$ cat src/rtl/cpi_capture_ctrl.sv
// cpi_capture_ctrl: captures camera parallel-interface frames (RGB565 or grayscale) into a FWFT pixel FIFO.
module cpi_capture_ctrl #(
  parameter int DATA_W = 8,
  parameter int IMG_W  = 640,
  parameter int IMG_H  = 480,
  parameter int DEPTH  = 16
) (
  input  logic                  clock,
  input  logic                  reset,
  input  logic                  io_p_clk,
  input  logic                  io_href,
  input  logic                  io_vsync,
  input  logic [DATA_W-1:0]     io_data_in,
  input  logic                  io_start,
  input  logic                  io_stop,
  input  logic                  io_mode,
  input  logic                  io_continuous,
  output logic                  io_out_valid,
  input  logic                  io_out_ready,
  output logic [2*DATA_W-1:0]   io_out_data,
  output logic                  io_busy,
  output logic                  io_frame_done,
  output logic                  io_frame_err,
  output logic                  io_overflow
);
  localparam int CW = $clog2(IMG_W + 1);
  localparam int RW = $clog2(IMG_H + 1);
  localparam int AW = $clog2(DEPTH);
  localparam logic [CW-1:0] L_W = CW'(IMG_W);
  localparam logic [RW-1:0] L_H = RW'(IMG_H);
  localparam logic [AW:0]   L_D = (AW+1)'(DEPTH);
  typedef enum logic [1:0] {S_IDLE, S_ARM, S_CAPTURE, S_DONE} state_t;
  state_t                r_state;
  logic                  r_pclk_s1, r_pclk_s2, r_pclk_s3;
  logic                  r_href_s1, r_href_s2, r_href_s3;
  logic                  r_vs_s1, r_vs_s2, r_vs_s3;
  logic [DATA_W-1:0]     r_data_s1, r_data_s2, r_hi;
  logic                  r_mode, r_cont, r_phase, r_push, r_frame_err, r_overflow;
  logic [CW-1:0]         r_col;
  logic [RW-1:0]         r_row;
  logic [2*DATA_W-1:0]   r_pix;
  logic [2*DATA_W-1:0]   r_mem [DEPTH];
  logic [AW-1:0]         r_wr, r_rd;
  logic [AW:0]           r_cnt;
  logic w_pclk_rise, w_href_fall, w_vs_rise, w_vs_fall, w_byte_ev, w_formed, w_start;
  logic w_full, w_empty, w_pop, w_wr;
  logic [2*DATA_W-1:0]   w_pix;
  always_ff @(posedge clock or posedge reset) begin
    if (reset) begin
      {r_pclk_s1, r_pclk_s2, r_pclk_s3} <= '0;
      {r_href_s1, r_href_s2, r_href_s3} <= '0;
      {r_vs_s1, r_vs_s2, r_vs_s3}       <= '0;
      r_data_s1 <= '0;
      r_data_s2 <= '0;
    end else begin
      {r_pclk_s1, r_pclk_s2, r_pclk_s3} <= {io_p_clk, r_pclk_s1, r_pclk_s2};
      {r_href_s1, r_href_s2, r_href_s3} <= {io_href, r_href_s1, r_href_s2};
      {r_vs_s1, r_vs_s2, r_vs_s3}       <= {io_vsync, r_vs_s1, r_vs_s2};
      r_data_s1 <= io_data_in;
      r_data_s2 <= r_data_s1;
    end
  end
  assign w_pclk_rise = r_pclk_s2 & ~r_pclk_s3;
  assign w_href_fall = r_href_s3 & ~r_href_s2;
  assign w_vs_rise   = r_vs_s2 & ~r_vs_s3;
  assign w_vs_fall   = r_vs_s3 & ~r_vs_s2;
  assign w_byte_ev   = (r_state == S_CAPTURE) & w_pclk_rise & r_href_s2;
  assign w_formed    = w_byte_ev & (r_mode ? ~r_phase : r_phase);
  assign w_pix       = r_mode ? {{DATA_W{1'b0}}, r_data_s2} : {r_hi, r_data_s2};
  assign w_start     = (r_state == S_IDLE) & io_start;
  always_ff @(posedge clock or posedge reset) begin
    if (reset) begin
      r_state     <= S_IDLE;
      r_mode      <= 1'b0;
      r_cont      <= 1'b0;
      r_phase     <= 1'b0;
      r_hi        <= '0;
      r_col       <= '0;
      r_row       <= '0;
      r_push      <= 1'b0;
      r_pix       <= '0;
      r_frame_err <= 1'b0;
    end else begin
      r_push <= 1'b0;
      case (r_state)
        S_IDLE: if (io_start) begin
          r_mode      <= io_mode;
          r_cont      <= io_continuous;
          r_frame_err <= 1'b0;
          r_state     <= S_ARM;
        end
        S_ARM: if (io_stop) r_state <= S_IDLE;
          else if (w_vs_fall) begin
            r_col   <= '0;
            r_row   <= '0;
            r_phase <= 1'b0;
            r_state <= S_CAPTURE;
          end
        S_CAPTURE: if (io_stop) begin
            r_phase <= 1'b0;
            r_state <= S_IDLE;
          end else if (w_vs_rise) begin
            if (r_row < L_H) r_frame_err <= 1'b1;
            r_state <= S_DONE;
          end else if (w_byte_ev) begin
            r_phase <= ~r_phase;
            if (!r_phase) r_hi <= r_data_s2;
            if (w_formed) begin
              r_push <= (r_col < L_W) & (r_row < L_H);
              r_pix  <= w_pix;
              if (r_col < L_W) r_col <= r_col + 1'b1;
            end
          end else if (w_href_fall) begin
            r_phase <= 1'b0;
            if (r_col != '0) begin
              r_col <= '0;
              if (r_row < L_H) r_row <= r_row + 1'b1;
            end
          end
        S_DONE: r_state <= (!io_stop && r_cont) ? S_ARM : S_IDLE;
        default: r_state <= S_IDLE;
      endcase
    end
  end
  // A push into a full FIFO still lands when a pop frees the head in the same cycle.
  assign w_full  = r_cnt == L_D;
  assign w_empty = r_cnt == '0;
  assign w_pop   = ~w_empty & io_out_ready;
  assign w_wr    = r_push & (~w_full | w_pop);
  always_ff @(posedge clock) begin
    if (w_wr) r_mem[r_wr] <= r_pix;
  end
  always_ff @(posedge clock or posedge reset) begin
    if (reset) begin
      r_wr       <= '0;
      r_rd       <= '0;
      r_cnt      <= '0;
      r_overflow <= 1'b0;
    end else begin
      if (w_wr) r_wr <= r_wr + 1'b1;
      if (w_pop) r_rd <= r_rd + 1'b1;
      r_cnt <= r_cnt + (AW+1)'(w_wr) - (AW+1)'(w_pop);
      if (w_start) r_overflow <= 1'b0;
      else if (r_push & w_full & ~w_pop) r_overflow <= 1'b1;
    end
  end
  assign io_out_valid  = ~w_empty;
  assign io_out_data   = w_empty ? '0 : r_mem[r_rd];
  assign io_busy       = r_state != S_IDLE;
  assign io_frame_done = r_state == S_DONE;
  assign io_frame_err  = r_frame_err;
  assign io_overflow   = r_overflow;
endmodule

$ cat config.mk
export PLATFORM = sky130hd
export DESIGN_NAME = cpi_capture_ctrl
export DESIGN_NICKNAME = d
export VERILOG_FILES = /design/src/rtl/cpi_capture_ctrl.sv
export SDC_FILE = /design/constraint.sdc
export NUM_CORES = 1
export LEC_CHECK = 0
export ABC_AREA = 1
export CORE_MARGIN = 2
export CORE_UTILIZATION = 60
export DETAILED_ROUTE_END_ITERATION = 6
export GPL_TIMING_DRIVEN = 0
export PLACE_DENSITY = 0.84
export RECOVER_POWER = 25
export SYNTH_ARGS = -nofsm -noshare
export SYNTH_HDL_FRONTEND = slang
export SYNTH_SLANG_ARGS = --single-unit
$ cat constraint.sdc
create_clock -name clock -period 6.25 [get_ports clock]
set_input_delay 0.625 -clock clock [delete_from_list [all_inputs] [get_ports clock]]
set_output_delay 0.625 -clock clock [all_outputs]
set_load 0.005 [all_outputs]
### Yosys cells after proc, flatten, opt, wreduce, memory -nomap -nowiden

Memories as Yosys holds them, arrays and structs flattened.
Index checks and enable logic that the tools add are counted.

| word-level totals | value |
|---|---|
| word-level logic and storage cells | 147 |
| register bits | 89 |
| memories | 1 |
| memory bits (writable) | 256 |
| bits in read-only memories | 0 |
| output and inout port bits | 21 |
| latch bits | 0 |

| cells by class | value |
|---|---|
| reductions and logical operators | 17 |
| shift-type cells | 0 |
| bitwise gates (word level) | 24 |
| div/mod/pow operators | 0 |
| multiplexer cells | 50 |
| multipliers | 0 |
| magnitude comparators | 2 |
| eq/ne operators | 22 |
| $add $sub $neg | 6 |

Memory list:

| memory | words | bits a word | rd ports | clocked after memory_dff | write ports | line | source |
|---|---|---|---|---|---|---|---|
| r_mem | 16 | 16 | 1 | 0 | 1 | 42 | `logic [2*DATA_W-1:0] r_mem [DEPTH];` |

Operator list:

| cell | number |
|---|---|
| $mux W10 | 9 |
| $mux W9 | 8 |
| $mux W16 | 2 |
| $mux W1 | 21 |
| $pmux W10 S2 | 1 |
| $reduce_and A5 Y1 | 4 |
| $pmux W9 S2 | 1 |
| $reduce_and A9 Y1 | 2 |
| $ne A2 B2 Y1 const B | 8 |
| $ne A3 B3 Y1 const B | 5 |
| $and A1 B1 Y1 | 13 |
| $add A10 B1 Y10 const B | 1 |
| $lt A10 B10 Y1 const B | 1 |
| $mux W2 | 5 |
| $not A1 Y1 | 10 |
| $reduce_bool A10 Y1 | 1 |
| $add A9 B1 Y9 const B | 1 |
| $lt A9 B9 Y1 const B | 1 |
| $add A4 B1 Y4 const B | 2 |
| $pmux W2 S4 | 1 |
| $reduce_bool A2 Y1 | 4 |
| $ne A3 B2 Y1 const B | 2 |
| $add A5 B1 Y5 | 1 |
| $eq A5 B5 Y1 const B | 1 |
| 13 further kinds | 16 |

### Longest topological paths before layout

| logic depth | value |
|---|---|
| depth in word-level cells | 10 |
| mapped depth | 15 |

### Worst setup path before layout

Ideal clock, no wire load.

| timing path | value |
|---|---|
| kind | register -> register |
| start | register r_cnt[3] |
| end | register r_cnt[4] |
| setup slack | 3.834 ns |
| clock period less this slack | 2.416 ns |
| arrival | 2.337 ns |
| library setup time | 0.079 ns |
| stages on the path, launching flop included | 16 |
| path through | dfrtp_1 inv_1 ha_1 nand2_1 nor2_1 nand2_1 nand2_1 inv_1 ha_1 inv_1 ha_1 fa_1 a21oi_1 nor2_1 nor2_1 xor2_1 |

| on the way | value |
|---|---|
| word-level cells in the longest chain between the ends | 7 |
| elaborated cells between the ends (all ways) | 9 |
| classes of those cells | add/sub (2); eq/ne (1); bitwise (5); reduce/logical (1) |

Ends and longest elaborated chain:

| element | line | source |
|---|---|---|
| from (decl) | 44 | `logic [AW:0] r_cnt;` |
| from (signal assigned) | 142 | `r_cnt <= r_cnt + (AW+1)'(w_wr) - (AW+1)'(w_pop);` |
| $logic_not A5 Y1 * | 127 | `assign w_empty = r_cnt == '0;` |
| $not A1 Y1 * | - |  |
| via io_out_valid | 18 | `output logic io_out_valid,` |
| $and A1 B1 Y1 * | 128 | `assign w_pop = ~w_empty & io_out_ready;` |
| via w_pop | 46 | `logic w_full, w_empty, w_pop, w_wr;` |
| $or A1 B1 Y1 | 129 | `assign w_wr = r_push & (~w_full \| w_pop);` |
| $and A1 B1 Y1 | 129 |  |
| $add A5 B1 Y5 | 142 |  |
| $sub A5 B1 Y5 * | 142 |  |

The timed path passes the listed nets; every way through them passes the cells marked *.
A chain may end at the register's enable or synchronous reset.

### Worst setup path after layout

| timing path | value |
|---|---|
| start | register r_rd[0] |
| end | output io_out_data[14] |

| on the way | value |
|---|---|
| word-level cells in the longest chain between the ends | 2 |

Ends and longest elaborated chain:

| element | line | source |
|---|---|---|
| from (decl) | 43 | `logic [AW-1:0] r_wr, r_rd;` |
| from (signal assigned) | 141 | `if (w_pop) r_rd <= r_rd + 1'b1;` |
| $mem_v2 Z16 W16 | - |  |
| $mux W16 | 148 | `assign io_out_data = w_empty ? '0 : r_mem[r_rd];` |
| to (decl) | 20 | `output logic [2*DATA_W-1:0] io_out_data,` |

No other way between the ends.

==> flow_summary.toml <==
[synth]
ys_types = 32
synth_edf_count = 256
syn_area_sq_mm = 0.0143
syn_nets = 1363
yosysMostFrequentCell = "nand2_1"
synthAdderAreaFrac_pct = 1.37
synthTopCellsByCount = "nand2_1 (467), edfxtp_1 (256), nand3_1 (224)"
yosys_warnings = 0
ys_ff_latch = 345
synth_top_area_share_pct = 53.8
synthXorXnorAreaFrac_pct = 0.919
synth_mux_area_share_pct = 0
synth_top_family_by_area = "simple AND/OR/NAND/NOR gates"
synth-compound-area-share_pct = 2.30
synthArstFlopShare_pct = 25.8
synthTopCellsByArea = "edfxtp_1 (54%), dfrtp_1 (16%), nand2_1 (12%)"
synthFlopType = "edfxtp_1"
synth_area_leader_cell = "edfxtp_1"
syn_inst = 1330
yosys.area_share.simple_pct = 22.6
yosysSeqAreaShare_pct = 69.4
avgSynthCellArea_sq_um = 10.7

[power_and_ir_drop]
p_per_area_mw_per_mm2 = 439
power_frac_comb_pct = 34.0
swShare_pct = 36.4
vdd_drop_max_mv = 0.255
internal_power_mw = 4.54
p_leak_nw = 6.41
power.switching_mw = 2.59
p_seq_share_pct = 38.8
clkPwrFrac_pct = 27.2

[final_layout]
nets = 1442
fillers = 1593
regArea_sq_mm = 0.00991
area_delta_synth_final_pct = 13.5
n_antenna_cell = 0
multiInputGateArea_sq_mm = 0.00392
fin_area_sq_mm = 0.0162
utilization_pct = 69.4
drive_above_1_share_pct = 6.57

[status]
status = "finished, violations left"
violations = "capacitance limit"

[clock_network]
root_buffer = "clkbuf_16"
clock_sinks = 345
path_clk_slew_ns = 0.07
h-tree-depth = 2
insertion_delay_ns = 0.52
cts_setup_buffers = 0
cts_tree = "done"
ctsHoldBuffers = 0
clockBufferDepth = 3
numCtsBuffers = 34
ctsResizeCount = 0

[routing]
drc = 0
firstDrtPassIters = 6
wl_per_cell_um = 19.3
wl_mm = 33.8
drt-initial-drc-count = 1156
vias_per_cell = 5.81
vias = 10164
antenna_left = 0

[die]
start_util_pct = 61.1
core_sq_mm = 0.0234
io-pin-count = 39
dieHeight_um = 158
num_rows = 56
dieArea_sq_mm = 0.0251
die_w_um = 158

[placement]
dp_hpwl_mm = 22.4
place_area_sq_mm = 0.0152
gp_congestion = 0.939
portBuffers = 38
pre_cts_slack_ns = 2.96

[sta]
rsz0062_at_grt = "false"
finalMaxSlewViolations = 0
tightest_slew_ns = 1.49
hold_ws_ns = 0.346
final-hold-violation-count = 0
max_slew_margin_pct = 0.0286
period_minus_slack_ns = 3.77
fmax_mhz = 265
setup_tns_ns = 0
finClkSkew_ns = 0.0226
fin_ws_ns = 2.48
fin_crit_sh_pct = 60.4
setup-violations-final = 0

[critical_path]
critPathCaptureType = "output pin"
critical_path_class = "reg2out"
cp-start-kind = "register"
path_max_fanout = 10
worstPathArrival_ns = 3.15
worstRegToRegCells = 15
cp.required_ns = 5.62

[worst_hold_path]
hp-class = "reg2reg"
whs_path_depth = 0

[global_routing]
grt_overflow_total = 0
grt_pass1_vias = 9695
grt_pass1_wl_mm = 51.8
grt.total_usage_pct = 27.7
grt_max_degree = 61
antenna_found_initial = 0

[run]
drv_cap = 1
worst max-delay path, cell delays in order (launching register included):
cell,delay [ns]
dfrtp_1,0.44
inv_1,0.11
buf_2,0.27
clkbuf_1,0.48
nand2_1,0.12
nand3_1,0.12
nand3_1,0.13
nand2_1,0.12
nand2_1,0.06
a21oi_1,0.24
clkdlybuf4s50_1,0.54
layout by cell type, fill, tap and decap left out, types with 2 or more instances in the layout:
cell / count
nor3b_1: 2
edfxtp_1: 256
buf_8: 3
nor3_1: 2
clkdlybuf4s50_1: 26
nand3_1: 224
ha_1: 14
nand3b_1: 2
clkbuf_16: 35
inv_1: 59
nand3_2: 2
buf_1: 16
o21ai_0: 14
clkinv_2: 6
xor2_1: 14
nand2_1: 467
o21ai_1: 25
nand2_2: 2
nor2_1: 42
bufinv_16: 2
clkinv_1: 8
dlygate4sd3_1: 12
buf_2: 17
clkbuf_1: 32
nor2_2: 13
dfrtp_1: 89
a21oi_1: 22
inv_2: 3
nand4_1: 6
sequential cells by signal, summed over array words and instances, names as in the netlist, 2 cells and up:
signal     cells
r_cnt          5
r_col         10
r_data_s1      8
r_data_s2      8
r_hi           8
r_mem        256
r_pix         16
r_rd           4
r_row          9
r_state        2
r_wr           4
final timing paths:
| kind | start | endpoint | slack [ns] |
|---|---|---|---|
| worst max-delay path | r_rd[0] | io_out_data[14] | 2.48 |
| worst min-delay path | r_data_s1[3] | r_data_s2[3] | 0.35 |
| worst max register to register | r_cnt[3] | r_cnt[4] | 3.25 |
| worst min register to register | r_data_s1[3] | r_data_s2[3] | 0.35 |
| max in group asynchronous | reset | r_hi[2] | 4.47 |
| min in group asynchronous | reset | r_rd[2] | 0.92 |
cell families (layout without fill, tap and decap cells):
family	Yosys count	count (layout)
and+or+nand+nor	766	766
buffers and inverters	125	226
xor gates and xnor gates	15	15
DFF	345	345
adders and majority gates	15	15
AOI/OAI and AO/OA	64	64
final cells by class:
cell class                      instances  area share [%]
Inverter                               64            1.49
Buffer                                 61            1.56
Clock buffer                           42            5.63
Sequential cell                       345            61.1
Tap cell                              319            2.46
Clock inverter                         16           0.771
Multi-Input combinational cell        860            24.1
Timing Repair Buffer                   43            2.86
power groups by stage:
stage	Clock [mW]	Sequential, mW	Combinational, mW
3_3_place_gp	0	2.80	2.25
2_1_floorplan	0	2.74	1.46
3_5_place_dp	0	2.81	2.35
4_1_cts	1.95	2.76	2.38
6_report	1.94	2.77	2.43
5_1_grt	2.04	2.78	2.62
layer usage:
metal / up-vias / routed length, um / part of all wire [%] / GRT usage (%)
met3: 111 / 3770 / 11 / 4.90
met4: 0 / 1530 / 4.5 / 13.3
met5: - / 0 / 0 / 0
met2: 628 / 16200 / 48 / 45.4
met1: 4762 / 12300 / 36 / 36.3
li1: 4663 / - / - / -
metrics by stage:
step	cells	power, mW
6_report	1750	7.13
5_1_grt	1750	7.43
4_1_cts	1749	7.09
3_3_place_gp	1687	5.05
3_5_place_dp	1691	5.16
2_1_floorplan	1330	4.19
(Power assumes the default switching activity.)
